$ cat config.mk
export PLATFORM = sky130hd
export DESIGN_NAME = fence_sequencer
export DESIGN_NICKNAME = d
export VERILOG_FILES = /design/src/rtl/fence_sequencer.sv
export SDC_FILE = /design/constraint.sdc
export NUM_CORES = 1
export LEC_CHECK = 0
export ABC_AREA = 1
export CAP_MARGIN = 25
export CORE_ASPECT_RATIO = 1.25
export CORE_MARGIN = 4
export CORE_UTILIZATION = 59
export CTS_BUF_LIST = sky130_fd_sc_hd__clkbuf_8
export CTS_CLUSTER_DIAMETER = 150
export DETAILED_ROUTE_END_ITERATION = 7
export GPL_TIMING_DRIVEN = 0
export PLACE_DENSITY = 0.84
export SYNTH_ARGS = -nofsm -noshare
export SYNTH_HDL_FRONTEND = slang
export SYNTH_SLANG_ARGS = --single-unit
$ cat constraint.sdc
create_clock -name clk_i -period 2.1 [get_ports clk_i]
set_clock_uncertainty 0.15 [all_clocks]
set_input_delay 0.42 -clock clk_i [delete_from_list [all_inputs] [get_ports clk_i]]
set_output_delay 0.42 -clock clk_i [all_outputs]
set_load 0.005 [all_outputs]
$ cat src/rtl/fence_sequencer.sv
// Fence sequencer: turns one committed fence-class op into an ordered
// D-cache writeback / I-cache / TLB flush sequence, a drain window and a done pulse.
module fence_sequencer #(
    parameter logic        DCACHE_WB      = 1'b1,
    parameter logic        RVH            = 1'b1,
    parameter int unsigned DRAIN_CYCLES   = 2,
    parameter int unsigned DCACHE_TIMEOUT = 1024
) (
    input  logic       clk_i,
    input  logic       rst_i,
    input  logic       v_i,
    input  logic       req_valid_i,
    input  logic [2:0] req_op_i,
    output logic       req_ready_o,
    output logic       flush_dcache_o,
    input  logic       flush_dcache_ack_i,
    output logic       flush_icache_o,
    output logic       flush_tlb_o,
    output logic       flush_tlb_vvma_o,
    output logic       flush_tlb_gvma_o,
    output logic       halt_o,
    output logic       done_o,
    output logic       timeout_o
);

    typedef enum logic [2:0] {
        S_IDLE,
        S_DCACHE,
        S_ICACHE,
        S_TLB,
        S_DRAIN,
        S_DONE
    } state_t;

    localparam logic [2:0] OP_FENCE       = 3'd0;
    localparam logic [2:0] OP_FENCE_I     = 3'd1;
    localparam logic [2:0] OP_SFENCE_VMA  = 3'd2;
    localparam logic [2:0] OP_HFENCE_VVMA = 3'd3;
    localparam logic [2:0] OP_HFENCE_GVMA = 3'd4;

    localparam logic        TO_EN      = (DCACHE_TIMEOUT != 0);
    localparam logic [15:0] TO_LAST    = 16'(DCACHE_TIMEOUT - 1);
    localparam logic [7:0]  DRAIN_INIT = 8'(DRAIN_CYCLES);
    // With no drain window every "go to drain" lands straight on DONE.
    localparam state_t      POST_FLUSH = (DRAIN_CYCLES == 0) ? S_DONE : S_DRAIN;

    state_t      state, state_nxt;
    logic [2:0]  op_q;
    logic        v_q;
    logic [15:0] to_cnt;
    logic [7:0]  drain_cnt;

    logic        accept;
    logic [2:0]  op_sel;
    logic        v_sel;
    logic        to_hit;
    logic        tlb_plain, tlb_vvma, tlb_gvma;

    assign accept = req_valid_i && (state == S_IDLE);
    assign op_sel = accept ? req_op_i : op_q;
    assign v_sel  = accept ? (v_i & RVH) : v_q;

    always_comb begin
        state_nxt = state;
        to_hit    = 1'b0;
        case (state)
            S_IDLE: begin
                if (req_valid_i) begin
                    case (req_op_i)
                        OP_FENCE:       state_nxt = DCACHE_WB ? S_DCACHE : POST_FLUSH;
                        OP_FENCE_I:     state_nxt = DCACHE_WB ? S_DCACHE : S_ICACHE;
                        OP_SFENCE_VMA:  state_nxt = S_TLB;
                        OP_HFENCE_VVMA,
                        OP_HFENCE_GVMA: state_nxt = RVH ? S_TLB : POST_FLUSH;
                        default:        state_nxt = POST_FLUSH;
                    endcase
                end
            end
            S_DCACHE: begin
                // Ack takes priority over a timeout landing on the same cycle.
                if (flush_dcache_ack_i) begin
                    state_nxt = (op_q == OP_FENCE_I) ? S_ICACHE : POST_FLUSH;
                end else if (TO_EN && (to_cnt == TO_LAST)) begin
                    to_hit    = 1'b1;
                    state_nxt = (op_q == OP_FENCE_I) ? S_ICACHE : POST_FLUSH;
                end
            end
            S_ICACHE: state_nxt = POST_FLUSH;
            S_TLB:    state_nxt = POST_FLUSH;
            S_DRAIN:  if (drain_cnt <= 8'd1) state_nxt = S_DONE;
            S_DONE:   state_nxt = S_IDLE;
            default:  state_nxt = S_IDLE;
        endcase
    end

    // Which TLB flavour fires is decided from the op/v being latched, so the
    // registered pulse lines up with the TLB state.
    always_comb begin
        tlb_plain = 1'b0;
        tlb_vvma  = 1'b0;
        tlb_gvma  = 1'b0;
        case (op_sel)
            OP_SFENCE_VMA: begin
                if (RVH && v_sel) tlb_vvma  = 1'b1;
                else              tlb_plain = 1'b1;
            end
            OP_HFENCE_VVMA: tlb_vvma = 1'b1;
            OP_HFENCE_GVMA: tlb_gvma = 1'b1;
            default: ;
        endcase
    end

    always_ff @(posedge clk_i) begin
        if (rst_i) begin
            state            <= S_IDLE;
            op_q             <= 3'd0;
            v_q              <= 1'b0;
            to_cnt           <= 16'd0;
            drain_cnt        <= 8'd0;
            req_ready_o      <= 1'b1;
            flush_dcache_o   <= 1'b0;
            flush_icache_o   <= 1'b0;
            flush_tlb_o      <= 1'b0;
            flush_tlb_vvma_o <= 1'b0;
            flush_tlb_gvma_o <= 1'b0;
            halt_o           <= 1'b0;
            done_o           <= 1'b0;
            timeout_o        <= 1'b0;
        end else begin
            state <= state_nxt;

            if (accept) begin
                op_q      <= req_op_i;
                v_q       <= v_i & RVH;
                to_cnt    <= 16'd0;
                drain_cnt <= DRAIN_INIT;
            end else begin
                if (state == S_DCACHE) to_cnt    <= to_cnt + 16'd1;
                if (state == S_DRAIN)  drain_cnt <= drain_cnt - 8'd1;
            end

            if (accept)      timeout_o <= 1'b0;
            else if (to_hit) timeout_o <= 1'b1;

            // Moore outputs, registered from the next state.
            req_ready_o      <= (state_nxt == S_IDLE);
            halt_o           <= (state_nxt != S_IDLE);
            flush_dcache_o   <= (state_nxt == S_DCACHE);
            flush_icache_o   <= (state_nxt == S_ICACHE);
            flush_tlb_o      <= (state_nxt == S_TLB) && tlb_plain;
            flush_tlb_vvma_o <= (state_nxt == S_TLB) && tlb_vvma;
            flush_tlb_gvma_o <= (state_nxt == S_TLB) && tlb_gvma;
            done_o           <= (state_nxt == S_DONE);
        end
    end

endmodule

==> impl_metrics.json, run 1 <==
{
  "wirelength_um": 3830,
  "clkTransAtPathRegs_ps": 70,
  "synth_ff_type": "dfxtp_1",
  "synth_most_common_cell": "nand2_1",
  "ys_top_cells_by_area": "dfxtp_1, nand2_1, nor2_1",
  "start_kind": "input pin",
  "finalInstanceArea_um2": 2220,
  "stdcell_count": 327,
  "first_pass_iters": 4,
  "io_pins": 17,
  "post-cts-setup-buffer-count": 0,
  "overflow": 0,
  "viasPerCell": 5.21,
  "ir_worst_vdd_mv": 0.764,
  "grt_pass1_vias": 1652,
  "gp_congestion": 0.843,
  "cts_root_buffer": "clkbuf_8",
  "crit_arrival_ps": 1820,
  "synthArstFlopShare": 0,
  "max_freq_ghz": 0.574,
  "nets": 302,
  "cts_tree": "done",
  "drv_slew": 0,
  "dpl-instance-area_um2": 2130,
  "fin_tns_setup_ps": 0,
  "cts_resized": 0,
  "grt_usage": 0.198,
  "cts_buffers": 5,
  "fillers": 246,
  "maxCapViolCount": 0,
  "synthCells": 268,
  "finalHoldViolations": 0,
  "core_area_um2": 3030,
  "num_vias": 1704,
  "worst_pin_slew_ps": 438,
  "power_density_nw_per_um2": 892,
  "initialDrtViolationCount": 55,
  "clockBufferDepth": 2,
  "dieWidth_um": 59.0,
  "initial_core_util": 0.635,
  "drive_gt1_frac": 0.137,
  "p_leak_nw": 0.910,
  "max_slew_margin": 0.705,
  "synth-edff-count": 0,
  "cts_sinks": 40,
  "ant_nets": 0,
  "dpl.hpwl_um": 2930,
  "reg2reg_slack_ps": 400,
  "antenna_found_initial": 0,
  "htree_levels": 2,
  "dp_slack_ps": 72.6,
  "wire_per_inst_um": 11.7,
  "postCtsHoldBufs": 0,
  "syn_area_per_cell_um2": 7.17,
  "status": "finished, final reports clean",
  "fin_crit_ps": 1740,
  "rsz0062_at_grt": "false",
  "insertion_delay_ps": 290,
  "period_share": 0.829,
  "antenna_cells": 0,
  "yosys.area.top_type_share": 0.417,
  "fp.dieH_um": 71.8,
  "port_buffers": 16,
  "total_power_mw": 1.98,
  "crit_path_max_fanout": 10,
  "synth_common_cells": "nand2_1, dfxtp_1, nor2_1",
  "worstSetupPathType": "in2reg",
  "ys_seq_elements": 40,
  "setup_viol": 0,
  "yosysSeqAreaShare": 0.417,
  "yosys_warnings": 0,
  "fin_util": 0.734,
  "synth_top_area_cell": "dfxtp_1",
  "whs_ps": 298,
  "cp-end-kind": "flip-flop",
  "hp-class": "reg2reg",
  "grt_max_degree": 12,
  "syn_nets": 279,
  "syn_to_final_growth_pct": 15.7,
  "netlist_area_um2": 1920,
  "place_inst": 320,
  "dieArea_um2": 4240,
  "cp.required_ps": 2180,
  "ys_types": 32,
  "grt_pass1_wl_um": 6630,
  "route.detailed.drc": 0,
  "rows": 22,
  "fin_ws_ps": 359
}
-- per-layer routing --
metal | track usage | part of all wire
met1 | 0.211 | 0.43
met2 | 0.356 | 0.52
met3 | 0.0486 | 0.034
met4 | 0.0882 | 0.020
met5 | 0 | 0
-- power by group --
part           leakage, nW  switching, mW  total (mW)  internal, mW
registers            0.325         0.0463       0.887         0.841
clock network       0.0503          0.250       0.542         0.292
logic                0.534          0.343       0.553         0.210
-- cell usage in the layout (no fill, tap or decap), types with 2 or more instances in the layout --
cell,netlist,routed
dfxtp_1,40,40
nand3_2,3,3
ha_1,3,3
nor2_2,5,5
nand2_4,2,2
xor2_1,2,2
nor3_2,2,2
nand3_1,16,16
a31oi_1,2,2
nor2_1,40,40
o21ai_1,3,3
a21oi_1,20,20
nand2_2,2,2
clkbuf_8,0,7
nand2_1,49,49
nor3_1,6,6
inv_1,30,30
nor2_4,3,3
o21ai_0,14,14
clkdlybuf4s50_1,0,16
a21oi_2,2,2
inv_2,12,12
-- final timing paths --
kind                                              from                endpoint  depth (start not counted)
worst min register to register  to_cnt[7]$_SDFFE_PP0P_  to_cnt[7]$_SDFFE_PP0P_                          2
worst min-delay path            to_cnt[7]$_SDFFE_PP0P_  to_cnt[7]$_SDFFE_PP0P_                          2
worst max register to register  to_cnt[1]$_SDFFE_PP0P_       halt_o$_SDFF_PP0_                         10
worst max-delay path                       req_valid_i  to_cnt[7]$_SDFFE_PP0P_                          7
-- state kept, by name (all words and copies together), names as in the netlist, 3 cells and up --
register,count
op_q,3
drain_cnt,8
to_cnt,16
state,3
-- kinds of logic after synthesis --
group / Yosys count / share of synthesized area
simple gates: 132 / 0.331
compound gates: 45 / 0.128
buf+inv: 44 / 0.0866
flops: 40 / 0.417
xor+xnor: 3 / 0.0137
fa+ha+maj: 3 / 0.0195
mux: 1 / 0.00521
-- critical path: stages --
cell	delay, ps
clkdlybuf4s50_1	440
nand3_2	160
inv_2	100
nor2_4	200
buf_2	260
o21ai_0	120
a21oi_1	120
-- cell type report --
| type | instances | area [um2] | share of cell area |
|---|---|---|---|
| Tap cell | 36 | 45.0 | 0.0203 |
| Buffer | 1 | 5.00 | 0.00225 |
| Multi-Input combinational cell | 184 | 955 | 0.429 |
| Timing Repair Buffer | 16 | 160 | 0.0720 |
| Sequential cell | 40 | 801 | 0.360 |
| Inverter | 43 | 161 | 0.0726 |
| Clock buffer | 7 | 96.3 | 0.0433 |
No activity file was read; power rests on OpenSTA's default activity.
==> run 2: changes to the inputs <==
- CORE_UTILIZATION: 59 -> 53
- PLACE_DENSITY: 0.84 -> 0.8
- clock period: 2.1 -> 1.4 ns (I/O delays scaled with it)
==> impl_metrics.json, run 2 (synthesized netlist as in run 1, its figures left out) <==
{
  "status": "finished, violations left",
  "failed_checks": "setup timing",
  "setup_viol": 32,
  "rsz0062_at_grt": "true",
  "cts_sinks": 40,
  "max_freq_ghz": 0.608,
  "place_inst": 323,
  "wirelength_um": 5750,
  "whs_ps": 244,
  "stdcell_count": 359,
  "num_vias": 2010,
  "routed.top_layer": "met4",
  "route.detailed.drc": 0,
  "fp.dieH_um": 75.3,
  "grt_max_degree": 13,
  "port_buffers": 16,
  "overflow": 0,
  "final_cell_mix": "nand2_1, nor2_1, inv_1, buf_4, dfxtp_1",
  "worstSetupPathType": "reg2reg",
  "register_area_um2": 842,
  "worst_pin_slew_ps": 386,
  "cts_buffers": 5,
  "power_density_nw_per_um2": 1290,
  "wire_per_inst_um": 16.0,
  "core_area_um2": 3480,
  "crit_arrival_ps": 1700,
  "cts_tree": "done",
  "multi_input_area_um2": 1210,
  "regMostFlops": "to_cnt",
  "ant_nets": 0,
  "drive_gt1_frac": 0.409,
  "worstReg2RegStart": "to_cnt[0]$_SDFFE_PP0P_",
  "initial_core_util": 0.552,
  "gp_congestion": 0.803,
  "grt_pass1_wl_um": 7920,
  "initialDrtViolationCount": 94,
  "first_pass_iters": 4,
  "antenna_found_initial": 0,
  "wl_met2_um": 3290,
  "nets": 330,
  "largest_reg_flops": 16,
  "syn_to_final_growth_pct": 45.1,
  "dpl.hpwl_um": 3000,
  "hold_start": "rst_i",
  "cts_root_buffer": "clkbuf_8",
  "ir_worst_vdd_mv": 1.15,
  "antenna_cells": 0,
  "drv_slew": 0,
  "period_share": 1.18,
  "fillers": 206,
  "fin_crit_ps": 1650,
  "htree_levels": 2,
  "io_pins": 17,
  "dieWidth_um": 61.9,
  "crit_path_max_fanout": 4,
  "maxCapViolCount": 0,
  "clkTransAtPathRegs_ps": 80,
  "biggestRegsByFlops": "to_cnt (16), drain_cnt (8)",
  "finalHoldViolations": 0,
  "start_kind": "flip-flop",
  "grt_pass1_vias": 1858,
  "dieArea_um2": 4660,
  "cp-end-kind": "flip-flop",
  "fin_ws_ps": -246,
  "wl_met3_um": 220,
  "viasPerCell": 5.60,
  "insertion_delay_ps": 300,
  "max_slew_margin": 0.742,
  "critical_path.startpoint": "to_cnt[0]$_SDFFE_PP0P_",
  "rows": 24,
  "p_leak_nw": 1.23,
  "hp-class": "in2reg",
  "clockBufferDepth": 2,
  "final_common_cell": "nand2_1",
  "grt_usage": 0.229,
  "met1Wirelength_um": 1980,
  "cp.required_ps": 1450
}
run 2: layout make-up:
type | instances | area share
repair buffers | 44 | 0.133
flip-flops and latches | 40 | 0.302
plain buffers | 1 | 0.00404
inverters | 43 | 0.0624
multi-input cells | 184 | 0.436
clock buffers | 7 | 0.0346
well taps | 39 | 0.0175
clock inverters | 1 | 0.0108
run 2: timing repair:
item,4_1_cts,5_1_grt
setup buffers,16,11
endpoints found under the setup margin,44,35
gates cloned,1,0
pin swaps,22,21
resized for setup,56,56
hold buffers,0,0
run 2: critical path, cell delays in order, from the launching register on:
cell     delay (ps)
dfxtp_2         380
ha_4            180
nand3_4          70
nor2_4          120
nand3_1         120
nand2_1         110
nand2_2          70
nand2_4         100
nand2_2          70
o21ai_1         110
nor2_1           60
run 2: per-layer routing:
layer,up-vias,GRT usage
met5,-,0
met4,0,0.116
met3,26,0.0610
met2,70,0.425
met1,954,0.226
li1,960,-
run 2: final timing paths:
check | end | slack [ps] | cells past startpoint
min reg2reg | to_cnt[8]$_SDFFE_PP0P_ | 320 | 1
max | done_o$_SDFF_PP0_ | -250 | 10
min | op_q[0]$_SDFF_PP0_ | 240 | 2
max reg2reg | done_o$_SDFF_PP0_ | -250 | 10
run 2: where the power goes:
part,internal [mW],switching (mW),total (mW)
clock network,0.629,0.414,1.04
registers,1.26,0.102,1.37
logic,0.487,0.701,1.19
total,2.38,1.22,3.60
run 2: per-stage QoR:
stage                     power (mW)  worst slack, ps   util  TNS [ps]  instance area [um2]
after CTS                       3.41             -172  0.722     -2040                 2510
after detailed placement        2.19             -502  0.619    -13600                 2160
after floorplan                 1.94            -21.0      -     -21.0                 1950
after global routing            3.77             -390  0.800     -6730                 2790
final                           3.60             -246  0.800     -3480                 2790
after global placement          2.16             -454  0.619    -12900                 2160
==> run 3: changes to the inputs <==
- HOLD_SLACK_MARGIN: unset -> 0.12
==> results of run 3 <==
Same layout as run 2: the final DEF is identical, and so are final timing and power.
